File: config.mk
export PLATFORM = sky130hd
export DESIGN_NAME = keypad_scanner
export DESIGN_NICKNAME = d
export VERILOG_FILES = /design/src/rtl/keypad_scanner.sv
export SDC_FILE = /design/constraint.sdc
export NUM_CORES = 1
export LEC_CHECK = 0
export CORE_MARGIN = 1
export CORE_UTILIZATION = 40
export DETAILED_ROUTE_END_ITERATION = 10
export GPL_TIMING_DRIVEN = 0
export PLACE_DENSITY = 0.58
export SETUP_SLACK_MARGIN = 0.05
export SKIP_CTS_REPAIR_TIMING = 1
export SLEW_MARGIN = 10
export SYNTH_ARGS = -nofsm -noshare
export SYNTH_HDL_FRONTEND = slang
export SYNTH_SLANG_ARGS = --single-unit
File: constraint.sdc
create_clock -name clk -period 6.1 [get_ports clk]
set_clock_uncertainty 0.2 [all_clocks]
set_input_delay 1.22 -clock clk [delete_from_list [all_inputs] [get_ports clk]]
set_output_delay 1.22 -clock clk [all_outputs]
set_load 0.05 [all_outputs]
File: src/rtl/keypad_scanner.sv
// keypad_scanner: 4x4 matrix keypad scanner with debounce, one report per press.
//   clk            : system clock
//   rst            : synchronous reset, active-low
//   row_i[3:0]     : row sense lines, active-low, asynchronous to clk
//   col_o[3:0]     : column drive, active-low one-hot
//   dato_listo_o   : one-clock pulse per debounced press
//   dato_codc_o    : column index of last reported key (held)
//   dato_codf_o    : row index of last reported key (held)
//   tecla_activa_o : high from report until release is debounced
module keypad_scanner #(
  parameter int unsigned SCAN_CYCLES     = 27000,
  parameter int unsigned DEBOUNCE_CYCLES = 270000
) (
  input  logic       clk,
  input  logic       rst,
  input  logic [3:0] row_i,
  output logic [3:0] col_o,
  output logic       dato_listo_o,
  output logic [1:0] dato_codc_o,
  output logic [1:0] dato_codf_o,
  output logic       tecla_activa_o
);

  localparam int unsigned SCAN_W = $clog2(SCAN_CYCLES);
  localparam int unsigned DEB_W  = $clog2(DEBOUNCE_CYCLES);
  localparam logic [SCAN_W-1:0] SCAN_LAST = SCAN_W'(SCAN_CYCLES - 1);
  localparam logic [DEB_W-1:0]  DEB_LAST  = DEB_W'(DEBOUNCE_CYCLES - 1);

  typedef enum logic [1:0] {
    ST_SCAN,
    ST_DEBOUNCE,
    ST_REPORT,
    ST_WAIT_RELEASE
  } state_t;

  state_t            state_q, state_d;
  logic [SCAN_W-1:0] scan_cnt_q, scan_cnt_d;
  logic [DEB_W-1:0]  deb_cnt_q, deb_cnt_d;
  logic [1:0]        col_idx_q, col_idx_d;
  logic [1:0]        row_idx_q, row_idx_d;
  logic [3:0]        col_q, col_d;
  logic              listo_q, listo_d;
  logic [1:0]        codc_q, codc_d;
  logic [1:0]        codf_q, codf_d;
  logic              tecla_q, tecla_d;
  logic [3:0]        row_meta_q, row_meta_d;
  logic [3:0]        row_s_q, row_s_d;
  logic [1:0]        next_col;

  // Active-low one-hot column drive for a column index.
  function automatic logic [3:0] col_drive(input logic [1:0] idx);
    return ~(4'b0001 << idx);
  endfunction

  // Lowest-numbered row that reads low; ties between rows resolve to the smaller index.
  function automatic logic [1:0] lowest_low(input logic [3:0] rows);
    logic [1:0] idx;
    idx = 2'd3;
    for (int i = 3; i >= 0; i--) begin
      if (!rows[i]) idx = 2'(i);
    end
    return idx;
  endfunction

  // Next-state and registered-output logic.
  always_comb begin
    state_d    = state_q;
    scan_cnt_d = scan_cnt_q;
    deb_cnt_d  = deb_cnt_q;
    col_idx_d  = col_idx_q;
    row_idx_d  = row_idx_q;
    col_d      = col_q;
    listo_d    = 1'b0;
    codc_d     = codc_q;
    codf_d     = codf_q;
    tecla_d    = tecla_q;
    row_meta_d = row_i;
    row_s_d    = row_meta_q;
    next_col   = col_idx_q + 2'd1;

    case (state_q)
      ST_SCAN: begin
        if (scan_cnt_q == SCAN_LAST) begin
          scan_cnt_d = '0;
          if (row_s_q == 4'b1111) begin
            col_idx_d = next_col;
            col_d     = col_drive(next_col);
          end else begin
            row_idx_d = lowest_low(row_s_q);
            deb_cnt_d = '0;
            state_d   = ST_DEBOUNCE;
          end
        end else begin
          scan_cnt_d = scan_cnt_q + SCAN_W'(1);
        end
      end

      ST_DEBOUNCE: begin
        if (row_s_q[row_idx_q]) begin
          // Bounce: give up on this column and keep scanning.
          state_d    = ST_SCAN;
          scan_cnt_d = '0;
          col_idx_d  = next_col;
          col_d      = col_drive(next_col);
        end else if (deb_cnt_q == DEB_LAST) begin
          state_d   = ST_REPORT;
          deb_cnt_d = '0;
          listo_d   = 1'b1;
          codc_d    = col_idx_q;
          codf_d    = row_idx_q;
          tecla_d   = 1'b1;
        end else begin
          deb_cnt_d = deb_cnt_q + DEB_W'(1);
        end
      end

      ST_REPORT: begin
        state_d   = ST_WAIT_RELEASE;
        deb_cnt_d = '0;
      end

      ST_WAIT_RELEASE: begin
        // Any low row on the held column restarts the release window.
        if (row_s_q != 4'b1111) begin
          deb_cnt_d = '0;
        end else if (deb_cnt_q == DEB_LAST) begin
          state_d    = ST_SCAN;
          deb_cnt_d  = '0;
          scan_cnt_d = '0;
          tecla_d    = 1'b0;
          col_idx_d  = next_col;
          col_d      = col_drive(next_col);
        end else begin
          deb_cnt_d = deb_cnt_q + DEB_W'(1);
        end
      end

      default: state_d = ST_SCAN;
    endcase
  end

  // State and output registers.
  always_ff @(posedge clk) begin
    if (!rst) begin
      state_q    <= ST_SCAN;
      scan_cnt_q <= '0;
      deb_cnt_q  <= '0;
      col_idx_q  <= 2'd0;
      row_idx_q  <= 2'd0;
      col_q      <= 4'b1110;
      listo_q    <= 1'b0;
      codc_q     <= 2'd0;
      codf_q     <= 2'd0;
      tecla_q    <= 1'b0;
      row_meta_q <= 4'b1111;
      row_s_q    <= 4'b1111;
    end else begin
      state_q    <= state_d;
      scan_cnt_q <= scan_cnt_d;
      deb_cnt_q  <= deb_cnt_d;
      col_idx_q  <= col_idx_d;
      row_idx_q  <= row_idx_d;
      col_q      <= col_d;
      listo_q    <= listo_d;
      codc_q     <= codc_d;
      codf_q     <= codf_d;
      tecla_q    <= tecla_d;
      row_meta_q <= row_meta_d;
      row_s_q    <= row_s_d;
    end
  end

  assign col_o          = col_q;
  assign dato_listo_o   = listo_q;
  assign dato_codc_o    = codc_q;
  assign dato_codf_o    = codf_q;
  assign tecla_activa_o = tecla_q;

endmodule

==> impl_metrics.tcl <==
set metrics [dict create \
    layout_commonest_cell "dfxtp_1" \
    portBuffers 14 \
    ir_drop_mv 0.140 \
    final_hold_viol_count 0 \
    wl_um 5680 \
    cts_root_buf "clkbuf_8" \
    diodes 0 \
    gp_congestion 0.808 \
    synth.cell_area_sq_um 2710 \
    worst_skew_pair.late_latency_ns 0.33 \
    status "finished with violations" \
    detail-route-antenna-nets 0 \
    rsz0062_at_grt "no" \
    dieArea_sq_um 7110 \
    fin_nets 345 \
    drive_gt1_share_pct 7.10 \
    synth_top_area_cell "dfxtp_1" \
    ys_top_cells_by_area "dfxtp_1, xor2_1, nor2_1, nand4_1, nand3_1" \
    ys_ff_latch 58 \
    viasPerCell 5.36 \
    path_buf_inv 1 \
    tightest_slew_ns 0.573 \
    ys_types 46 \
    io_pins 16 \
    syn_nets 320 \
    clockBufferDepth 2 \
    synth-edff-count 0 \
    drtPass1Iterations 8 \
    grt_start_max_net_pins 11 \
    die_y_um 84.3 \
    syn_to_final_growth_pct 14.8 \
    p_leak_nw 1.07 \
    nFillCells 648 \
    seqCellArea_sq_um 1160 \
    fin_setup_tns_ns 0 \
    layout_common_cells "dfxtp_1, nor2_1, xor2_1" \
    dp_hpwl_um 3950 \
    path_class "flop to output pin" \
    wire_per_inst_um 13.7 \
    first_global_vias 2114 \
    antenna_found_initial 0 \
    crit_fanout 3 \
    cts_tree "built" \
    max_freq_mhz 341 \
    drtIter0Drc 114 \
    violations "DRC" \
    yosysSeqAreaShare_pct 42.8 \
    core-area_sq_um 6460 \
    synth_flop_cell "dfxtp_1" \
    multi_input_area_sq_um 1460 \
    cts_buffers 9 \
    htree_levels 3 \
    crit_path_top_delay_cell "clkdlybuf4s50_1" \
    synth_cells 308 \
    critPathMaxStageDelay_ns 0.82 \
    clk_pin_slew_worst_paths_ns 0.06 \
    initial_core_util_pct 42.0 \
    maxSlewViolCount 0 \
    crit_chain "clkdlybuf4s50_1" \
    slew-limit-headroom_pct 61.4 \
    maxCapViolCount 0 \
    synth_top_area_share_pct 42.8 \
    min_period_ns 2.93 \
    min_path_type "flop to flop" \
    pwr_density_cell_nw_per_um2 227 \
    floorplan.rows 29 \
    setup_ws_ns 3.17 \
    cts_sinks 58 \
    overflow 0 \
    grt_pass1_wl_um 9880 \
    setup_viol 0 \
    drc 2 \
    crit_arrival_ns 1.51 \
    endpoint_kind "output pin" \
    post-route-period-util_pct 48.0 \
    cp-start-kind "flop" \
    grt.total_usage_pct 17.6 \
    crit_required_ns 4.68 \
    synthArstFlopShare_pct 0 \
    vias 2225 \
    cp_top_family "buffers and inverters" \
    avgSynthCellArea_sq_um 8.80 \
    yosysWarnings 0 \
    fp.dieW_um 84.3 \
    pre_cts_ws_ns 3.23 \
]
[power breakdown]
group	internal (W)	switching, W
Combinational	0.00000809	0.0000116
Clock	0.000157	0.000143
Sequential	0.000383	0.00000246
Total	0.000548	0.000157
[registers in the layout (all words and copies together) (netlist names), named ones only]
name and flops:
tecla_activa_o 1, dato_listo_o 1, scan_cnt_q 15, deb_cnt_q 19
dato_codf_o 2, row_meta_q 4, row_idx_q 2, dato_codc_o 2
col_o 4, state_q 1, row_s_q 4, col_idx_q 2
[layer usage]
layer / wire, um / up-vias / track usage, %
met5: 0 / - / 0
met4: 112 / 0 / 9.71
met3: 183 / 10 / 4.03
met2: 2430 / 41 / 25.8
met1: 2960 / 1026 / 24.1
li1: - / 1148 / -
[layout make-up]
| type | instances | share of cell area (%) |
|---|---|---|
| Buffer | 14 | 1.97 |
| Multi-Input combinational cell | 228 | 46.9 |
| Clock inverter | 3 | 0.483 |
| Tap cell | 77 | 3.10 |
| Sequential cell | 58 | 37.3 |
| Clock buffer | 13 | 4.78 |
| Timing Repair Buffer | 14 | 4.50 |
| Inverter | 8 | 0.965 |
[per-stage QoR]
step	instance area [sq um]	std cells	util, %	hold slack [ns]	power (W)
after floorplan	2710	308	-	0.186	0.000406
after global placement	2950	399	45.6	0.188	0.000414
after CTS	3110	415	48.2	0.211	0.000717
after detailed placement	2950	399	45.6	0.196	0.000414
final	3110	415	48.2	0.207	0.000705
after global routing	3110	415	48.2	0.220	0.000739
[kinds of logic (layout without fill, tap and decap cells)]
family | after synthesis | count (layout) | synth area share, %
and+or+nand+nor | 144 | 144 | 29.3
DFF | 58 | 58 | 42.8
AOI/OAI and AO/OA | 51 | 51 | 12.3
buffers and inverters | 22 | 52 | 3.37
xor gates and xnor gates | 21 | 21 | 6.78
adders and majority gates | 6 | 6 | 2.77
muxes | 6 | 6 | 2.68
[cell usage after synthesis (2+ instances only)]
library cell  count
nand2_1          17
nor2b_1           2
a21oi_1          14
buf_2             4
xor2_1           19
nand3b_1          2
and3_1            6
nand4_1          15
nor2_1           41
or3_1             4
nor4_1            3
and2_1            5
nand2b_1          9
inv_1             8
o21ai_1           2
clkbuf_1          9
ha_1              6
nand4b_1          2
a211oi_1          2
mux2i_1           5
or4_1             3
nor3_1            6
o31a_1            2
xnor2_1           2
nand4bb_1         2
a21boi_0          6
dfxtp_1          58
o21ai_0          12
nand3_1          16
o2111ai_1         4
o31ai_1           4
and4_1            4
[path summary, 6_finish.rpt]
path | depth (start not counted) | endpoint | from | slack [ns]
worst max-delay path | 1 | tecla_activa_o | tecla_activa_o$_SDFFE_PN0P_ | 3.17
worst min-delay path | 1 | row_s_q[2]$_SDFF_PN1_ | row_meta_q[2]$_SDFF_PN1_ | 0.21
worst max register to register | 9 | deb_cnt_q[9]$_SDFFE_PN0P_ | scan_cnt_q[0]$_SDFFE_PN0P_ | 3.20
worst min register to register | 1 | row_s_q[2]$_SDFF_PN1_ | row_meta_q[2]$_SDFF_PN1_ | 0.21
Note: power is estimated with default switching activity, not from simulation.
